[src/rtl/dnn_pkg.sv]
`default_nettype none
// ============================================================================
//  Module      : dnn_pkg
//  Description : Shared types and helpers for the dnn_sched scheduler slice.
//                Scheduler state encoding, in-flight tag record and the
//                datapath result-width rule.
//  Revision    : 1.0 - initial release
// ============================================================================
package dnn_pkg;

    // Tag id width covers the largest supported requester count (8).
    localparam int C_ID_W = 3;

    typedef enum logic [1:0] {
        RUN    = 2'd0,
        DRAIN  = 2'd1,
        PAUSED = 2'd2
    } sched_state_e;

    typedef struct packed {
        logic              valid;
        logic [C_ID_W-1:0] id;
    } tag_t;

    // Result width of the 4-4-2 MLP datapath for a given input width.
    function automatic int out_w(input int i_w);
        return i_w + 13;
    endfunction

endpackage
`default_nettype wire

[src/rtl/dnn_sched_if.sv]
`default_nettype none
// ============================================================================
//  Module      : dnn_sched_if
//  Description : Requester-side bus of the dnn_sched scheduler.
//                req_valid/req_x/req_ready : per-requester vector handshake
//                rsp_valid/rsp_out0/1      : one-hot result pulse + data
//                master = requester pool, slave = scheduler.
//  Revision    : 1.0 - initial release
// ============================================================================
interface dnn_sched_if
    import dnn_pkg::*;
#(
    parameter int NREQ  = 4,
    parameter int I_W   = 7,
    parameter int OUT_W = out_w(I_W)
);
    logic [NREQ-1:0]        req_valid;
    logic [NREQ*4*I_W-1:0]  req_x;
    logic [NREQ-1:0]        req_ready;
    logic [NREQ-1:0]        rsp_valid;
    logic [OUT_W-1:0]       rsp_out0;
    logic [OUT_W-1:0]       rsp_out1;

    modport master (
        output req_valid, req_x,
        input  req_ready, rsp_valid, rsp_out0, rsp_out1
    );

    modport slave (
        input  req_valid, req_x,
        output req_ready, rsp_valid, rsp_out0, rsp_out1
    );
endinterface
`default_nettype wire

[src/rtl/dnn_sched_rr_arbiter.sv]
`default_nettype none
// ============================================================================
//  Module      : rr_arbiter
//  Description : Combinational round-robin arbiter. Grants the first asserted
//                req at or after ptr, wrapping modulo N.
//                req     : request vector
//                ptr     : highest-priority index
//                gnt     : one-hot grant (all zero when nothing requested)
//                gnt_idx : binary index of the grant
//  Revision    : 1.0 - initial release
// ============================================================================
module rr_arbiter #(
    parameter int N = 4
) (
    input  logic [N-1:0]         req,
    input  logic [$clog2(N)-1:0] ptr,
    output logic [N-1:0]         gnt,
    output logic [$clog2(N)-1:0] gnt_idx
);
    localparam int C_PTR_W = $clog2(N);

    // One extra bit so ptr+k never overflows before the modulo fold.
    logic [C_PTR_W:0] w_pos;
    logic             w_found;

    always_comb begin
        gnt     = '0;
        gnt_idx = '0;
        w_found = 1'b0;
        w_pos   = '0;
        for (int k = 0; k < N; k++) begin
            w_pos = {1'b0, ptr} + (C_PTR_W+1)'(k);
            if (w_pos >= (C_PTR_W+1)'(N)) begin
                w_pos = w_pos - (C_PTR_W+1)'(N);
            end
            if (!w_found && req[w_pos[C_PTR_W-1:0]]) begin
                w_found                  = 1'b1;
                gnt[w_pos[C_PTR_W-1:0]]  = 1'b1;
                gnt_idx                  = w_pos[C_PTR_W-1:0];
            end
        end
    end
endmodule
`default_nettype wire

[src/rtl/dnn_sched.sv]
`default_nettype none
// ============================================================================
//  Module      : dnn_sched
//  Description : Round-robin scheduler sharing one pipelined MLP datapath
//                among NREQ requesters, with tag tracking and pause/drain.
//                clk, rst          : clock, synchronous active-high reset
//                bus (slave)       : requester handshake and result return
//                dp_x0..3          : registered datapath input vector
//                dp_in_ready       : one-cycle issue strobe
//                dp_out0/1         : datapath results, LAT cycles after strobe
//                cfg_pause         : drain and stop request
//                paused            : idle and stopped
//                inflight          : outstanding job count
//                stat_done         : completed-job counter (wraps)
//  Revision    : 1.0 - initial release
// ============================================================================
module dnn_sched
    import dnn_pkg::*;
#(
    parameter int NREQ  = 4,
    parameter int I_W   = 7,
    parameter int LAT   = 3,
    parameter int OUT_W = out_w(I_W)
) (
    input  logic                        clk,
    input  logic                        rst,
    dnn_sched_if.slave                  bus,
    output logic [I_W-1:0]              dp_x0,
    output logic [I_W-1:0]              dp_x1,
    output logic [I_W-1:0]              dp_x2,
    output logic [I_W-1:0]              dp_x3,
    output logic                        dp_in_ready,
    input  logic [OUT_W-1:0]            dp_out0,
    input  logic [OUT_W-1:0]            dp_out1,
    input  logic                        cfg_pause,
    output logic                        paused,
    output logic [$clog2(NREQ+1)-1:0]   inflight,
    output logic [15:0]                 stat_done
);
    localparam int C_PTR_W = $clog2(NREQ);
    localparam int C_CNT_W = $clog2(NREQ+1);
    localparam int C_VEC_W = 4*I_W;

    sched_state_e          r_state;
    sched_state_e          w_state_nxt;
    logic                  w_run;
    logic                  w_drain_empty;

    logic [NREQ-1:0]       r_pending;
    logic [NREQ-1:0]       w_elig;
    logic [NREQ-1:0]       w_gnt;
    logic [C_PTR_W-1:0]    w_gnt_idx;
    logic [C_PTR_W-1:0]    r_ptr;
    logic                  w_accept;
    logic [C_VEC_W-1:0]    w_sel_x;

    logic [C_VEC_W-1:0]    r_dp_x;
    logic                  r_dp_in_ready;
    tag_t                  r_tag [0:LAT];
    logic [NREQ-1:0]       r_rsp_valid;
    logic [OUT_W-1:0]      r_rsp_out0;
    logic [OUT_W-1:0]      r_rsp_out1;
    logic [15:0]           r_done;
    logic [C_CNT_W-1:0]    w_inflight;

    // ---------------- FSM: state register ----------------
    always_ff @(posedge clk) begin
        if (rst) begin
            r_state <= RUN;
        end else begin
            r_state <= w_state_nxt;
        end
    end

    // A job retiring this cycle counts as gone, so PAUSED is reached on the
    // edge that ends the final response pulse.
    assign w_drain_empty = ((r_pending & ~r_rsp_valid) == '0);

    // ---------------- FSM: next state ----------------
    always_comb begin
        w_state_nxt = r_state;
        case (r_state)
            RUN:     if (cfg_pause) w_state_nxt = DRAIN;
            DRAIN: begin
                if (!cfg_pause)         w_state_nxt = RUN;
                else if (w_drain_empty) w_state_nxt = PAUSED;
            end
            PAUSED:  if (!cfg_pause) w_state_nxt = RUN;
            default: w_state_nxt = RUN;
        endcase
    end

    // ---------------- FSM: outputs ----------------
    always_comb begin
        w_run  = (r_state == RUN);
        paused = (r_state == PAUSED);
    end

    // ---------------- Arbitration ----------------
    assign w_elig = bus.req_valid & ~r_pending & {NREQ{w_run}};

    rr_arbiter #(.N(NREQ)) u_arb (
        .req     (w_elig),
        .ptr     (r_ptr),
        .gnt     (w_gnt),
        .gnt_idx (w_gnt_idx)
    );

    assign bus.req_ready = w_gnt;
    assign w_accept      = |w_gnt;

    always_comb begin
        w_sel_x = '0;
        for (int i = 0; i < NREQ; i++) begin
            if (w_gnt[i]) w_sel_x = w_sel_x | bus.req_x[i*C_VEC_W +: C_VEC_W];
        end
    end

    // ---------------- Datapath issue ----------------
    always_ff @(posedge clk) begin
        if (rst) begin
            r_dp_in_ready <= 1'b0;
            r_dp_x        <= '0;
            r_ptr         <= '0;
        end else begin
            r_dp_in_ready <= w_accept;
            if (w_accept) begin
                r_dp_x <= w_sel_x;
                r_ptr  <= (w_gnt_idx == C_PTR_W'(NREQ-1)) ? '0 : w_gnt_idx + 1'b1;
            end
        end
    end

    assign dp_in_ready = r_dp_in_ready;
    assign dp_x0       = r_dp_x[0*I_W +: I_W];
    assign dp_x1       = r_dp_x[1*I_W +: I_W];
    assign dp_x2       = r_dp_x[2*I_W +: I_W];
    assign dp_x3       = r_dp_x[3*I_W +: I_W];

    // ---------------- Tag pipeline ----------------
    // Stage LAT is valid in exactly the cycle the datapath presents the
    // matching result; clearing on reset orphans any result still in flight.
    always_ff @(posedge clk) begin
        if (rst) begin
            for (int s = 0; s <= LAT; s++) r_tag[s] <= '0;
        end else begin
            r_tag[0].valid <= w_accept;
            r_tag[0].id    <= C_ID_W'(w_gnt_idx);
            for (int s = 1; s <= LAT; s++) r_tag[s] <= r_tag[s-1];
        end
    end

    // ---------------- Capture and response ----------------
    always_ff @(posedge clk) begin
        if (rst) begin
            r_rsp_valid <= '0;
            r_rsp_out0  <= '0;
            r_rsp_out1  <= '0;
        end else begin
            r_rsp_valid <= '0;
            if (r_tag[LAT].valid) begin
                r_rsp_valid <= NREQ'(1) << r_tag[LAT].id;
                r_rsp_out0  <= dp_out0;
                r_rsp_out1  <= dp_out1;
            end
        end
    end

    assign bus.rsp_valid = r_rsp_valid;
    assign bus.rsp_out0  = r_rsp_out0;
    assign bus.rsp_out1  = r_rsp_out1;

    // ---------------- Pending set and statistics ----------------
    always_ff @(posedge clk) begin
        if (rst) begin
            r_pending <= '0;
            r_done    <= '0;
        end else begin
            r_pending <= (r_pending & ~r_rsp_valid) | w_gnt;
            if (|r_rsp_valid) r_done <= r_done + 16'd1;
        end
    end

    always_comb begin
        w_inflight = '0;
        for (int i = 0; i < NREQ; i++) w_inflight = w_inflight + C_CNT_W'(r_pending[i]);
    end

    assign inflight  = w_inflight;
    assign stat_done = r_done;

endmodule
`default_nettype wire

[src/flat_wrapper.sv]
// flat-port wrapper written by rule: the top's interface ports become plain ports
module dnn_sched_flat import dnn_pkg::*;
#(
    parameter int NREQ  = 4,
    parameter int I_W   = 7,
    parameter int LAT   = 3,
    parameter int OUT_W = out_w(I_W)
)
  (clk, rst, dp_x0, dp_x1, dp_x2, dp_x3, dp_in_ready, dp_out0, dp_out1, cfg_pause, paused, inflight, stat_done, bus_req_valid, bus_req_x, bus_req_ready, bus_rsp_valid, bus_rsp_out0, bus_rsp_out1);
  dnn_sched_if #(.NREQ(NREQ), .I_W(I_W), .OUT_W(OUT_W)) bus_i ();
  input  logic clk;
  input  logic rst;
  output logic [I_W-1:0] dp_x0;
  output logic [I_W-1:0] dp_x1;
  output logic [I_W-1:0] dp_x2;
  output logic [I_W-1:0] dp_x3;
  output logic dp_in_ready;
  input  logic [OUT_W-1:0] dp_out0;
  input  logic [OUT_W-1:0] dp_out1;
  input  logic cfg_pause;
  output logic paused;
  output logic [$clog2(NREQ+1)-1:0] inflight;
  output logic [15:0] stat_done;
  input wire logic [$bits(bus_i.req_valid)-1:0] bus_req_valid;
  input wire logic [$bits(bus_i.req_x)-1:0] bus_req_x;
  output wire logic [$bits(bus_i.req_ready)-1:0] bus_req_ready;
  output wire logic [$bits(bus_i.rsp_valid)-1:0] bus_rsp_valid;
  output wire logic [$bits(bus_i.rsp_out0)-1:0] bus_rsp_out0;
  output wire logic [$bits(bus_i.rsp_out1)-1:0] bus_rsp_out1;
  assign bus_i.req_valid = bus_req_valid;
  assign bus_i.req_x = bus_req_x;
  assign bus_req_ready = bus_i.req_ready;
  assign bus_rsp_valid = bus_i.rsp_valid;
  assign bus_rsp_out0 = bus_i.rsp_out0;
  assign bus_rsp_out1 = bus_i.rsp_out1;
  dnn_sched #(.NREQ(NREQ), .I_W(I_W), .LAT(LAT), .OUT_W(OUT_W)) u_core (.clk(clk), .rst(rst), .bus(bus_i), .dp_x0(dp_x0), .dp_x1(dp_x1), .dp_x2(dp_x2), .dp_x3(dp_x3), .dp_in_ready(dp_in_ready), .dp_out0(dp_out0), .dp_out1(dp_out1), .cfg_pause(cfg_pause), .paused(paused), .inflight(inflight), .stat_done(stat_done));
endmodule
[config.mk]
export PLATFORM = sky130hd
export DESIGN_NAME = dnn_sched_flat
export DESIGN_NICKNAME = d
export VERILOG_FILES = /design/src/rtl/dnn_pkg.sv /design/src/rtl/dnn_sched_if.sv /design/src/rtl/dnn_sched_rr_arbiter.sv /design/src/rtl/dnn_sched.sv /design/src/flat_wrapper.sv
export SDC_FILE = /design/constraint.sdc
export NUM_CORES = 1
export LEC_CHECK = 0
export BUFFER_PORTS_ARGS = -buffer_cell sky130_fd_sc_hd__buf_2
export CORE_UTILIZATION = 27
export DETAILED_ROUTE_END_ITERATION = 16
export HOLD_SLACK_MARGIN = 0.12
export PLACE_DENSITY = 0.61
export SYNTH_ARGS = -nofsm -noshare
export SYNTH_HDL_FRONTEND = slang
export SYNTH_SLANG_ARGS = --single-unit
[constraint.sdc]
create_clock -name clk -period 5.62 [get_ports clk]
set_clock_uncertainty 0.05 [all_clocks]
set_input_delay 0.281 -clock clk [delete_from_list [all_inputs] [get_ports clk]]
set_output_delay 0.281 -clock clk [all_outputs]
set_load 0.01 [all_outputs]
# Yosys cells after proc, flatten, opt, wreduce, memory -nomap -nowiden

Memory sizes are Yosys's and may differ from the RTL's.
Index checks and enable logic that the tools add are counted.

Register bits: 97
Bits in writable memories: 16
Bits of input ports: 159
Output and inout bits: 97
Logic and storage cells: 124
Memories: 1

$add $sub $neg: 12
Order comparisons: 12
Equality and inequality tests: 6
Shifts and indexed selects: 1
Multiplexer cells: 49
Bitwise gates (word level): 18
Reduce and logical (&&, ||, !) cells: 16

Memory list:

| memory       | words | bits a word | read ports | clocked after memory_dff | wr ports | line            | RTL |
|---|---|---|---|---|---|---|---|
| u_core.r_tag | 4     | 4           | 4          | 0                        | 4        | dnn_sched.sv:59 | `tag_t r_tag [0:LAT];` |

Operators with widths:

| cell                    | number |
|---|---|
| $mux W28                | 4 |
| $or A28 B28 Y28         | 3 |
| $mux W4                 | 7 |
| $mux W2                 | 13 |
| $add A16 B1 Y16 const B | 1 |
| $or A4 B4 Y4            | 4 |
| $mux W1                 | 15 |
| $and A4 B4 Y4           | 3 |
| $lt A2 B3 Y1 const B    | 4 |
| $ge A3 B3 Y1 const B    | 3 |
| $bmux W1 S2             | 4 |
| $demux W1 S2            | 4 |
| $ge A2 B1 Y1 const B    | 4 |
| $not A4 Y4              | 2 |
| $reduce_or A4 Y1        | 2 |
| $sub A2 B1 Y2 const B   | 4 |
| $logic_and A1 B1 Y1     | 7 |
| $add A2 B2 Y3 const B   | 2 |
| $add A3 B1 Y3           | 2 |
| $pmux W2 S3             | 1 |
| $or A1 B1 Y1            | 5 |
| $eq A2 B2 Y1 const B    | 2 |
| $logic_not A4 Y1        | 1 |
| $ne A2 B2 Y1 const B    | 2 |
| other kinds (13)        | 15 |

# Logic depth before layout (Yosys ltp)

Depth after elaboration: 22
Mapped depth: 11
Depth with buffers taken out: 8

# Hierarchy

From an unflattened synthesis, not the netlist that was laid out.

Cells, all modules: 498
Area, all modules: 4,763.3 um^2

By module, submodules not included:

| module     | instances | cells an instance | area each (um^2) | sequential area each (um^2) |
|---|---|---|---|---|
| dnn_sched  | 1         | 450               | 4,324.1          | 2,162.1 |
| rr_arbiter | 1         | 48                | 439.2            | 0.0 |

# Least setup slack after synthesis

Ideal clock, no wire load.

Path type: register to register
Start point: reg (tool-made name)
End point: reg u_core.r_dp_in_ready (netlist: u_core.dp_in_ready)
Library setup time: 0.115 ns
Arrival: 3.148 ns
Data required time: 5.455 ns
Setup slack: 2.307 ns
Cell stages (with the launch flop): 11
Buffers on the path: 2
Cells stage by stage: dfxtp_1 > clkbuf_1 > inv_1 > ha_1 > mux4_2 > nor2b_1 > a22oi_1 > nand3_2 > or4b_1 > buf_2 > and2_1

RTL lines:

| item                 | line             | RTL |
|---|---|---|
| end signal, assigned | dnn_sched.sv:126 | `r_dp_in_ready <= w_accept;` |
| end, declared        | dnn_sched.sv:58  | `logic r_dp_in_ready;` |

==> impl_metrics.env <==
export IMPL_setup_viol=0
export IMPL_wl_mm=16.4
export IMPL_port_buffers=255
export IMPL_antenna_found_initial=1
export IMPL_p_comb_share_pct=53.2
export IMPL_pwr_share_clk_pct=18.3
export IMPL_swShare_pct=44.0
export IMPL_placed_area_um2=6540
export IMPL_synth_nets=720
export IMPL_critPathKind="reg -> out"
export IMPL_cts_setup_buffers=0
export IMPL_first_global_vias=4812
export IMPL_post_drt_wl_per_cell_um=15.6
export IMPL_io_pins=256
export IMPL_drc=0
export IMPL_synth_cell_type_count=50
export IMPL_switchingPower_uw=1540
export IMPL_synth_seq_cells=108
export IMPL_clk_path_buf_depth=2
export IMPL_die_x_um=140
export IMPL_worstSetupEndpointType="primary output"
export IMPL_startpoint_type="register"
export IMPL_rsz0062_at_grt="no"
export IMPL_synthAdderAreaFrac_pct=3.09
export IMPL_die_area_um2=19500
export IMPL_hold_path_class="in -> reg"
export IMPL_nFillCells=1834
export IMPL_synthCells=549
export IMPL_firstDrtPassIters=6
export IMPL_fin_nets=989
export IMPL_clock_sinks=108
export IMPL_setup_tns_final_ns=0
export IMPL_crit_required_ns=5.29
export IMPL_syn_mean_instance_area_um2=9.30
export IMPL_p_int_uw=1960
export IMPL_critical_path_max_fanout=29
export IMPL_cts_buffers=9
export IMPL_cts_tree="done"
export IMPL_synthMuxAreaShare_pct=9.78
export IMPL_finalHoldViolations=0
export IMPL_synth_main_ff_cell="dfxtp_1"
export IMPL_synthSimpleGateAreaFrac_pct=20.2
export IMPL_vias=5231
export IMPL_synth_top_family_by_area="simple AND/OR/NAND/NOR gates"
export IMPL_peakVddDrop_mv=0.305
export IMPL_mappedNetlistArea_um2=5100
export IMPL_worst_slew_pin_slew_ns=1.18
export IMPL_drt_initial_drc_count=318
export IMPL_h_tree_depth=3
export IMPL_grt_max_degree=76
export IMPL_multiInputGateArea_um2=2720
export IMPL_total_leakage_power_uw=0.00330
export IMPL_fin_crit_sh_pct=82.1
export IMPL_ctsRootBufferMaster="clkbuf_16"
export IMPL_antennaDiodeCount=0
export IMPL_status="complete, no violations"
export IMPL_place_ws_ns=0.983
export IMPL_ant_nets=0
export IMPL_drive_gt1_share_pct=35.4
export IMPL_start_util_pct=27.9
export IMPL_slew_headroom_pct=21.2
export IMPL_area_delta_synth_final_pct=42.0
export IMPL_layout_cells_non_filler=1052
export IMPL_synth_edf_count=0
export IMPL_die_y_um=140
export IMPL_fmax_ghz=0.217
export IMPL_dp_cells=995
export IMPL_max_cap_violations=0
export IMPL_async_reset_ff_share_pct=0
export IMPL_clkTransAtPathRegs_ns=0.07
export IMPL_gp_congestion=0.851
export IMPL_core_um2=18300
export IMPL_timing_final_crit_period_ns=4.61
export IMPL_rows=49
export IMPL_final_util_pct=39.7
export IMPL_grtUsageTotal_pct=16.3
export IMPL_ys_warn_count=0
export IMPL_clk_insertion_delay_late_ns=0.35
export IMPL_dp_hpwl_mm=11.4
export IMPL_drv_slew=0
export IMPL_design_area_um2=7250
export IMPL_via_per_inst=4.97
export IMPL_setup_ws_ns=1.01
export IMPL_synth_xor_area_share_pct=2.23
export IMPL_pwr_density_cell_nw_per_um2=483
export IMPL_critPathArrivalTime_ns=4.28
export IMPL_grt_overflow_total=0
export IMPL_grt_pass1_wl_mm=25.1
export IMPL_pwr_share_seq_pct=28.6
export IMPL_synth_compound_area_share_pct=17.9
export IMPL_seq_area_frac_synth_pct=42.4
export IMPL_seq_area_um2=2160
-- kinds of logic (layout without fill, tap and decap cells) --
group,Yosys count,after routing
simple gates,201,201
compound gates,117,117
flops,108,108
buf+inv,52,326
mux,46,46
xor+xnor,13,13
fa+ha+maj,12,12
-- metrics by stage --
step           hold slack, ns  power (uW)
5_1_grt                 0.124        3780
2_1_floorplan           0.357        2350
3_5_place_dp            0.371        2870
4_1_cts                 0.120        3540
3_3_place_gp            0.366        2850
6_report                0.132        3500
-- synthesized netlist by cell type (2+ instances only) --
cell type	number	area [um2]
nand2_1	43	161
or4_1	3	22.5
clkbuf_1	23	86.3
mux2i_1	42	420
o41ai_1	29	254
xnor2_1	4	35.0
a21oi_1	6	30.0
nor2b_1	15	93.8
a22oi_1	3	22.5
ha_1	11	138
buf_1	6	22.5
buf_2	16	80.1
a211oi_1	2	15.0
or4b_1	4	40.0
a31oi_1	29	181
or3_1	6	37.5
nand2b_1	33	206
nor4b_1	3	26.3
and3_1	5	31.3
o21ai_1	2	10.0
nor2_1	66	248
nand3_2	2	20.0
dfxtp_1	108	2160
inv_1	5	18.8
buf_4	2	15.0
a41oi_1	2	17.5
xor2_1	9	78.8
nor3b_1	2	15.0
nand4_1	6	37.5
mux4_2	3	67.6
o21ai_0	8	40.0
a222oi_1	28	280
nand3_1	6	30.0
-- state kept, by name, indices dropped and copies added, names as in the netlist, named ones only --
register and count:
u_core.dp_in_ready 1, u_core.bus.rsp_out0 20, u_core.r_state 2, u_core.r_dp_x 28, u_core.bus.rsp_out1 20, u_core.bus.rsp_valid 4
u_core.r_pending 4, u_core.r_ptr 1, u_core.r_tag 11, u_core.stat_done 16
-- path summary, 6_finish.rpt --
kind	slack, ns	endpoint	depth (start not counted)	from
worst max register to register	1.02	u_core.dp_in_ready	8	register
worst min-delay path	0.13	u_core.bus.rsp_out1[13]	3	dp_out1[13]
worst min register to register	0.39	u_core.r_tag[3][3]	1	u_core.r_tag[2][3]
worst max-delay path	1.01	bus_req_ready[0]	7	register
-- critical path, stage by stage, from the launching register on --
cell and delay, ns:
dfxtp_1 0.69, inv_1 0.29, ha_1 0.47, or3_1 0.39
a211oi_1 0.67, o21ai_0 0.26, nand3_1 0.86, buf_2 0.29
-- layer usage --
layer / global-route usage [%] / share of wire [%] / up-vias
met4: 4.74 / 1.4 / 2
met5: 0 / 0.049 / -
li1: - / - / 2581
met2: 28.8 / 49 / 239
met1: 19.6 / 42 / 2391
met3: 3.92 / 7.5 / 18
-- layout by cell type (no fill, tap or decap), drive strengths merged, types with 4 or more instances in the layout --
master | Yosys | layout
xor2 | 9 | 9
and3 | 5 | 5
clkbuf | 23 | 10
nand4 | 6 | 6
nand3 | 8 | 8
o41ai | 29 | 29
a222oi | 28 | 28
nor4b | 4 | 4
nor2 | 66 | 66
a31oi | 29 | 29
or3 | 6 | 6
nor2b | 15 | 15
dfxtp | 108 | 108
a21oi | 6 | 6
xnor2 | 4 | 4
nand2b | 33 | 33
or4b | 5 | 5
nand2 | 43 | 43
inv | 5 | 8
mux2i | 42 | 42
ha | 11 | 11
buf | 24 | 264
dlygate4sd3 | 0 | 41
o21ai | 10 | 10
-- timing repair --
item                      in CTS  in global routing
hold buffers                  41                  0
hold endpoints to repair      42                  0
gates resized for setup        0                  0
-- power by group through the flow --
| stage | Sequential (uW) | Combinational (uW) | Clock [uW] |
|---|---|---|---|
| 6_report | 1000 | 1860 | 640 |
| 2_1_floorplan | 1020 | 1320 | 0 |
| 4_1_cts | 1000 | 1870 | 661 |
| 3_5_place_dp | 1020 | 1850 | 0 |
| 3_3_place_gp | 1020 | 1820 | 0 |
| 5_1_grt | 1020 | 2070 | 689 |
-- final cells by class --
type,instances,area share [%]
multi-input cells,389,37.6
flip-flops and latches,108,29.8
repair buffers,305,24.2
well taps,229,3.95
clock buffers,10,3.30
clock inverters,6,0.863
inverters,5,0.259
Power figures use the tool's default switching activity.
